==> config.mk <==
export PLATFORM = sky130hd
export DESIGN_NAME = mem_port_arbiter_flat
export DESIGN_NICKNAME = d
export VERILOG_FILES = /design/src/rtl/mem_port_arbiter_if.sv /design/src/rtl/mem_port_arbiter.sv /design/src/flat_wrapper.sv
export SDC_FILE = /design/constraint.sdc
export NUM_CORES = 1
export LEC_CHECK = 0
export ABC_AREA = 1
export ABC_CLOCK_PERIOD_IN_PS = 1500
export CAP_MARGIN = 20
export CORE_MARGIN = 5
export CORE_UTILIZATION = 39
export DETAILED_ROUTE_END_ITERATION = 6
export GPL_TIMING_DRIVEN = 0
export PLACE_DENSITY_LB_ADDON = 0.08
export SYNTH_ARGS = -nofsm -noshare
export SYNTH_HDL_FRONTEND = slang
export SYNTH_SLANG_ARGS = --single-unit
==> constraint.sdc <==
create_clock -name clk -period 1.5 [get_ports clk]
set_input_delay 0.15 -clock clk [delete_from_list [all_inputs] [get_ports clk]]
set_output_delay 0.15 -clock clk [all_outputs]
set_load 0.005 [all_outputs]
==> src/rtl/mem_port_arbiter_if.sv <==
// mem_port_arbiter_if: requester ports, CPU stall and SRAM bus of the two-port memory arbiter
interface mem_port_arbiter_if #(
    parameter int DATA_W = 32,
    parameter int ADDR_W = 10
);
    logic              req0, wen0, ack0, stall0;
    logic [ADDR_W-1:0] addr0;
    logic [DATA_W-1:0] wdata0, rdata0;
    logic              req1, wen1, ack1;
    logic [ADDR_W-1:0] addr1;
    logic [DATA_W-1:0] wdata1, rdata1;
    logic [ADDR_W-1:0] mem_addr;
    logic              mem_wen, mem_ren;
    logic [DATA_W-1:0] mem_wdata, mem_rdata;
    modport master (
        output req0, wen0, addr0, wdata0, req1, wen1, addr1, wdata1, mem_rdata,
        input  ack0, rdata0, ack1, rdata1, stall0, mem_addr, mem_wen, mem_ren, mem_wdata
    );
    modport slave (
        input  req0, wen0, addr0, wdata0, req1, wen1, addr1, wdata1, mem_rdata,
        output ack0, rdata0, ack1, rdata1, stall0, mem_addr, mem_wen, mem_ren, mem_wdata
    );
endinterface

==> src/rtl/mem_port_arbiter.sv <==
// mem_port_arbiter: round-robin arbiter sharing one single-port SRAM between the CPU and a host port
module mem_port_arbiter #(
    parameter int DATA_W = 32,
    parameter int ADDR_W = 10
) (
    input logic clk,
    input logic rst,
    mem_port_arbiter_if.slave bus
);
    typedef enum logic [1:0] {IDLE, ACCESS, RESP} state_t;
    state_t            state;
    logic              last_grant, win, lat_wen, ack0, ack1;
    logic              elig0, elig1, pick1;
    logic [ADDR_W-1:0] mem_addr;
    logic [DATA_W-1:0] mem_wdata, rdata0, rdata1;
    logic              mem_wen, mem_ren;
    // a requester whose ack is high this cycle is finishing, not asking again
    assign elig0 = bus.req0 & ~ack0;
    assign elig1 = bus.req1 & ~ack1;
    assign pick1 = elig1 & (~elig0 | ~last_grant);
    always_ff @(posedge clk) begin
        if (rst) begin
            state      <= IDLE;
            last_grant <= 1'b1;
            win        <= 1'b0;
            lat_wen    <= 1'b0;
            ack0       <= 1'b0;
            ack1       <= 1'b0;
            rdata0     <= '0;
            rdata1     <= '0;
            mem_addr   <= '0;
            mem_wdata  <= '0;
            mem_wen    <= 1'b0;
            mem_ren    <= 1'b0;
        end else begin
            ack0      <= 1'b0;
            ack1      <= 1'b0;
            mem_addr  <= '0;
            mem_wdata <= '0;
            mem_wen   <= 1'b0;
            mem_ren   <= 1'b0;
            case (state)
                IDLE: if (elig0 | elig1) begin
                    state      <= ACCESS;
                    win        <= pick1;
                    last_grant <= pick1;
                    lat_wen    <= pick1 ? bus.wen1 : bus.wen0;
                    // SRAM bus registers double as the latched operands for the ACCESS cycle
                    mem_addr   <= pick1 ? bus.addr1 : bus.addr0;
                    mem_wdata  <= pick1 ? bus.wdata1 : bus.wdata0;
                    mem_wen    <= pick1 ? bus.wen1 : bus.wen0;
                    mem_ren    <= ~(pick1 ? bus.wen1 : bus.wen0);
                end
                ACCESS: begin
                    state <= lat_wen ? IDLE : RESP;
                    ack0  <= lat_wen & ~win;
                    ack1  <= lat_wen & win;
                end
                RESP: begin
                    state  <= IDLE;
                    ack0   <= ~win;
                    ack1   <= win;
                    rdata0 <= win ? rdata0 : bus.mem_rdata;
                    rdata1 <= win ? bus.mem_rdata : rdata1;
                end
                default: state <= IDLE;
            endcase
        end
    end
    assign bus.ack0      = ack0;
    assign bus.ack1      = ack1;
    assign bus.rdata0    = rdata0;
    assign bus.rdata1    = rdata1;
    assign bus.stall0    = bus.req0 & ~ack0;
    assign bus.mem_addr  = mem_addr;
    assign bus.mem_wdata = mem_wdata;
    assign bus.mem_wen   = mem_wen;
    assign bus.mem_ren   = mem_ren;
endmodule

==> src/flat_wrapper.sv <==
// flat-port wrapper written by rule: the top's interface ports become plain ports
module mem_port_arbiter_flat 
#(
    parameter int DATA_W = 32,
    parameter int ADDR_W = 10
)
  (clk, rst, bus_req0, bus_wen0, bus_addr0, bus_wdata0, bus_req1, bus_wen1, bus_addr1, bus_wdata1, bus_mem_rdata, bus_ack0, bus_rdata0, bus_ack1, bus_rdata1, bus_stall0, bus_mem_addr, bus_mem_wen, bus_mem_ren, bus_mem_wdata);
  mem_port_arbiter_if #(.DATA_W(DATA_W), .ADDR_W(ADDR_W)) bus_i ();
  input logic clk;
  input logic rst;
  input wire logic [$bits(bus_i.req0)-1:0] bus_req0;
  input wire logic [$bits(bus_i.wen0)-1:0] bus_wen0;
  input wire logic [$bits(bus_i.addr0)-1:0] bus_addr0;
  input wire logic [$bits(bus_i.wdata0)-1:0] bus_wdata0;
  input wire logic [$bits(bus_i.req1)-1:0] bus_req1;
  input wire logic [$bits(bus_i.wen1)-1:0] bus_wen1;
  input wire logic [$bits(bus_i.addr1)-1:0] bus_addr1;
  input wire logic [$bits(bus_i.wdata1)-1:0] bus_wdata1;
  input wire logic [$bits(bus_i.mem_rdata)-1:0] bus_mem_rdata;
  output wire logic [$bits(bus_i.ack0)-1:0] bus_ack0;
  output wire logic [$bits(bus_i.rdata0)-1:0] bus_rdata0;
  output wire logic [$bits(bus_i.ack1)-1:0] bus_ack1;
  output wire logic [$bits(bus_i.rdata1)-1:0] bus_rdata1;
  output wire logic [$bits(bus_i.stall0)-1:0] bus_stall0;
  output wire logic [$bits(bus_i.mem_addr)-1:0] bus_mem_addr;
  output wire logic [$bits(bus_i.mem_wen)-1:0] bus_mem_wen;
  output wire logic [$bits(bus_i.mem_ren)-1:0] bus_mem_ren;
  output wire logic [$bits(bus_i.mem_wdata)-1:0] bus_mem_wdata;
  assign bus_i.req0 = bus_req0;
  assign bus_i.wen0 = bus_wen0;
  assign bus_i.addr0 = bus_addr0;
  assign bus_i.wdata0 = bus_wdata0;
  assign bus_i.req1 = bus_req1;
  assign bus_i.wen1 = bus_wen1;
  assign bus_i.addr1 = bus_addr1;
  assign bus_i.wdata1 = bus_wdata1;
  assign bus_i.mem_rdata = bus_mem_rdata;
  assign bus_ack0 = bus_i.ack0;
  assign bus_rdata0 = bus_i.rdata0;
  assign bus_ack1 = bus_i.ack1;
  assign bus_rdata1 = bus_i.rdata1;
  assign bus_stall0 = bus_i.stall0;
  assign bus_mem_addr = bus_i.mem_addr;
  assign bus_mem_wen = bus_i.mem_wen;
  assign bus_mem_ren = bus_i.mem_ren;
  assign bus_mem_wdata = bus_i.mem_wdata;
  mem_port_arbiter #(.DATA_W(DATA_W), .ADDR_W(ADDR_W)) u_core (.clk(clk), .rst(rst), .bus(bus_i));
endmodule
Word level (Yosys, flattened, before mapping)
Cells that the tools add are included.
W data, S select, Z words.
{"block": "totals", "n_memories": 0, "word_cells": 43, "inputBits": 122, "ramBits": 0, "latch_bits": 0, "rom_bits": 0, "register_bits": 115, "out_inout_bits": 111}
{"block": "classes", "n_mul": 0, "bitwise_logic": 15, "n_div": 0, "reduce_logical": 5, "eq_ne": 3, "shifts": 0, "order_cmp": 0, "addsub": 0, "n_mux": 8}
{"cell": "$mux W32", "count": 1}
{"cell": "$mux W10", "count": 1}
{"cell": "$not A1 Y1", "count": 8}
{"cell": "$reduce_and A2 Y1", "count": 3}
{"cell": "$and A1 B1 Y1", "count": 5}
{"cell": "$mux W2", "count": 2}
{"cell": "$pmux W1 S2", "count": 2}
{"cell": "$pmux W2 S2", "count": 1}
{"cell": "$reduce_or A3 Y1", "count": 1}
{"cell": "$eq A2 B1 Y1 const B", "count": 1}
{"cell": "$eq A2 B2 Y1 const B", "count": 1}
{"cell": "$logic_not A2 Y1", "count": 1}
{"cell": "$ne A2 B1 Y1 const B", "count": 1}
{"cell": "$or A1 B1 Y1", "count": 2}
{"cell": "$mux W1", "count": 1}

Longest topological paths before layout
Gate-level depths: netlist (run 1).
{"block": "depth", "ltp_word": 7, "ltp_mapped": 7, "depth_no_buf": 7}

Least setup slack after synthesis (run 1)
No wires, ideal clock.
{"block": "synth_path", "path_type": "reg2reg", "start": "register u_core.state[0]", "end": "register u_core.rdata0[10] (netlist: u_core.bus.rdata0[10])", "n_path_buf": 1, "stages_incl_launch_ff": 8, "period_less_slack_ps": 1211, "setup_slack_ps": 289, "required_time_ps": 1384, "arrival_ps": 1095, "path_cell_list": "dfxtp_1 -> inv_1 -> ha_1 -> nand2_1 -> inv_1 -> buf_2 -> nor2_1 -> nor2_1"}
{"block": "synth_via", "elab_chain_cells": 2}
{"item": "from (decl)", "line": "mem_port_arbiter.sv:11", "text": "state_t state;"}
{"item": "from (signal assigned)", "line": "mem_port_arbiter.sv:55", "text": "state <= lat_wen ? IDLE : RESP;"}
{"item": "$eq A2 B2 Y1", "line": "mem_port_arbiter.sv:42", "text": "case (state)"}
{"item": "$reduce_and A2 Y1 (no line)"}
{"item": "to (signal assigned)", "line": "mem_port_arbiter.sv:63", "text": "rdata0 <= win ? rdata0 : bus.mem_rdata;"}
{"item": "to (decl)", "line": "mem_port_arbiter.sv:15", "text": "logic [DATA_W-1:0] mem_wdata, rdata0, rdata1;"}
Every way passes these cells.
A chain may end at the register's enable or synchronous reset.

Worst setup path after layout (run 1)
{"block": "layout_path", "start": "register u_core.mem_wdata[20] (netlist: u_core.bus.mem_wdata[20])", "end": "output bus_mem_wdata[20]"}
{"item": "from (decl)", "line": "mem_port_arbiter.sv:15"}
{"item": "from (signal assigned)", "line": "mem_port_arbiter.sv:50", "text": "mem_wdata <= pick1 ? bus.wdata1 : bus.wdata0;"}
{"item": "to (decl)", "line": "flat_wrapper.sv:28", "text": "output wire logic [$bits(bus_i.mem_wdata)-1:0] bus_mem_wdata;"}
No word-level cell between the ends.

==> results by group, run 1 <==
Clock network
  • Hold-fix buffers, CTS: 0
  • Clk slew on worst S/H paths: 0.06 ns
  • Root Driver: clkbuf_8
  • CTS tree: built
  • CTS buffer count: 17
  • Clock Sinks: 115
  • Later-pin clock latency in the skew report: 0.52 ns
  • CTS max path bufs: 2
  • CTS H-tree depth: 4

Finish
  • Syn-to-layout area delta: 72.1%
  • Final nets: 893
  • Share of cells above drive strength 1: 0.146
  • Final Cell Area: 7410 µm²
  • Antenna Cells: 0
  • Filler cells: 949
  • Post-Layout Cell Count: 920

Routing
  • Vias per inst: 4.77
  • Vias: 4384
  • # DRC: 0
  • Post-route ant nets: 0
  • WL final: 14.2 mm
  • Wire per inst: 15.4 µm
  • First drt pass iteration count: 4
  • DR iter-0 viols: 207

Critical path
  • CP cell instances: clkdlybuf4s50_1
  • Worst path max stage delay: 0.49 ns
  • Worst path slowest cell: clkdlybuf4s50_1
  • Worst-path fanout max: 1
  • Nature of the critical path startpoint: flop
  • Worst setup EP type: primary output
  • Critical path class: flop to primary output
  • CP delay by family, top: buffers and inverters
  • CP arrival: 1.31 ns
  • Worst Path Required: 1.35 ns
  • Buf/Inv on CP: 1

Global route
  • Vias in the first global route: 4468
  • GRT Total Usage: 0.213
  • GR Overflow Total: 0
  • Largest net degree at the start of global routing: 17
  • First-pass GRT wire length: 22.3 mm
  • Initial antenna violation count: 0

Yosys
  • Area fraction of the dominant cell type after synthesis: 0.535
  • Mapped cell area: 4310 µm²
  • Syn Area/Cell: 8.33 µm²
  • Synth Flop Type: dfxtp_1
  • Async set-reset flop share out of synthesis: 0
  • Synth cell count leaders: nor2_1 (129), dfxtp_1 (115), o21ai_0 (63), nand2_1 (53), nand3_1 (47)
  • Seq/Total Area, Yosys: 0.535
  • Top-count cell post-synth: nor2_1
  • Syn nets: 642
  • Yosys warns: 0
  • Top cells by area, synth: dfxtp_1 (53%), nor2_1 (11%), a21oi_2 (7.9%)
  • Cells after synthesis: 517
  • Synth cell types: 24
  • Synth area leader: dfxtp_1
  • Synth Register Bits: 115
  • Post-synth EDFFs: 0

Floorplan
  • Die area: 13200 µm²
  • Row Count: 38
  • Initial Util: 0.397
  • Die X-Extent: 115 µm
  • Io pins: 233
  • Core area: 10800 µm²
  • Die Y-Extent: 115 µm

Power and ir drop
  • Pwr Total: 9010 µW
  • Lkg Pwr: 0.00367 µW
  • VDD IR max: 794 µV
  • Pwr/cell area: 1210 nW/µm²

Place
  • Placed Area: 6800 µm²
  • Buffers on Ports: 232
  • DP Cell Count: 889
  • Setup WS pre-CTS: -0.0749 ns
  • Post-DP HPWL: 10.7 mm
  • Final Wtd Congestion: 0.835

STA
  • Setup TNS: 0 ns
  • Fmax: 684 MHz
  • Period utilisation layout: 0.974
  • Min Tclk post-route: 1.46 ns
  • Worst setup margin: 0.0384 ns
  • Final setup vio count: 0
  • Worst rel slew slack: 0.711
  • Fin. Hold Viols: 0
  • Final max-slew violation count: 0
  • Setup Skew: 0.00689 ns
  • Slew @ Worst Pin: 0.433 ns

Run status
  • Outcome: complete, no violations

Job
  • Max-cap viol count: 0

Min path
  • Hold/Removal Path Class: input pin to flop
repair_timing:
item,in CTS,in global routing
endpoints found under the setup margin,89,88
cloned,0,0
gates resized for setup,82,48
setup buffers,0,0
power breakdown:
group	total [µW]	internal [µW]	leakage [µW]	switching, µW
Sequential	3370	3280	0.000938	86.1
Combinational	1470	771	0.00243	695
Clock	4170	2810	0.000300	1370
sequential cells by signal, summed over array words and instances (netlist names):
| name | cells |
|---|---|
| u_core.win | 1 |
| u_core.last_grant | 1 |
| u_core.bus.rdata0 | 32 |
| u_core.state | 2 |
| u_core.bus.mem_ren | 1 |
| u_core.bus.mem_addr | 10 |
| u_core.bus.ack0 | 1 |
| u_core.bus.mem_wen | 1 |
| u_core.lat_wen | 1 |
| u_core.bus.rdata1 | 32 |
| u_core.bus.ack1 | 1 |
| u_core.bus.mem_wdata | 32 |
metal layers:
metal / wire length [µm] / share of wire / GRT usage
met3: 1240 / 0.088 / 0.0789
met1: 5890 / 0.42 / 0.250
met4: 322 / 0.023 / 0.0829
met2: 6710 / 0.47 / 0.355
met5: 0 / 0 / 0
worst min-delay path, delay by kind of cell:
family	cells	cell delay, ns
AOI/OAI and AO/OA	1	0.04
buffers and inverters	1	0.39
and+or+nand+nor	1	0.07
final timing paths:
check / depth (start not counted) / end / slack, ns / startpoint
setup reg to reg: 7 / u_core.bus.rdata0[5] / 0.10 / u_core.state[0]
hold reg to reg: 2 / u_core.bus.rdata1[5] / 0.47 / u_core.bus.rdata1[5]
hold / removal: 3 / u_core.bus.mem_wdata[22] / 0.19 / bus_wdata0[22]
setup / recovery: 1 / bus_mem_wdata[20] / 0.04 / u_core.bus.mem_wdata[20]
cells in the final DEF (no fill, tap or decap), types with 2 or more instances in the layout:
cell type / count
nand3_1: 47
nand2_4: 2
dfxtp_1: 114
clkbuf_8: 4
bufinv_16: 4
nor4_1: 2
clkbuf_16: 16
ha_1: 3
buf_4: 6
dlygate4sd2_1: 79
buf_6: 4
clkbuf_2: 7
inv_2: 4
a21oi_1: 5
dlymetal6s2s_1: 26
nand2_2: 3
clkinv_2: 4
buf_2: 12
nand2_1: 50
inv_1: 12
clkinvlp_4: 2
o21ai_1: 3
clkbuf_1: 5
a21oi_2: 39
nor2_1: 129
clkdlybuf4s50_1: 126
clkbuf_4: 2
o21ai_0: 63
layout make-up:
type	count	area [µm²]	area share
Buffer	35	215	0.0290
Clock buffer	21	459	0.0619
Clock inverter	10	155	0.0209
Inverter	16	60.1	0.00810
Multi-Input combinational cell	351	1760	0.237
Sequential cell	115	2300	0.311
Tap cell	140	175	0.0236
Timing Repair Buffer	232	2290	0.309
metrics by stage:
step | util | hold slack (ns)
finish | 0.684 | 0.191
global route | 0.684 | 0.190
CTS | 0.676 | 0.179
detailed placement | 0.628 | 0.471
global placement | 0.628 | 0.464
floorplan | - | 0.219
logic make-up after synthesis:
kind of cell	share of synthesized area
AO/OA/AOI/OAI	0.164
AND/OR/NAND/NOR	0.233
buffers and inverters	0.0604
flip-flops	0.535
adder cells (fa/ha/maj)	0.00872
Note: power is estimated with default switching activity, not from simulation.
==> run 2, diff against run 1 <==
--- a/config.mk
+++ b/config.mk
@@ -6,7 +6,6 @@
 export NUM_CORES = 1
 export LEC_CHECK = 0
 export ABC_AREA = 1
-export ABC_CLOCK_PERIOD_IN_PS = 1500
 export CAP_MARGIN = 20
 export CORE_MARGIN = 5
 export CORE_UTILIZATION = 39
==> results of run 2 <==
No change in the layout: final DEF, timing and power equal those of run 1.
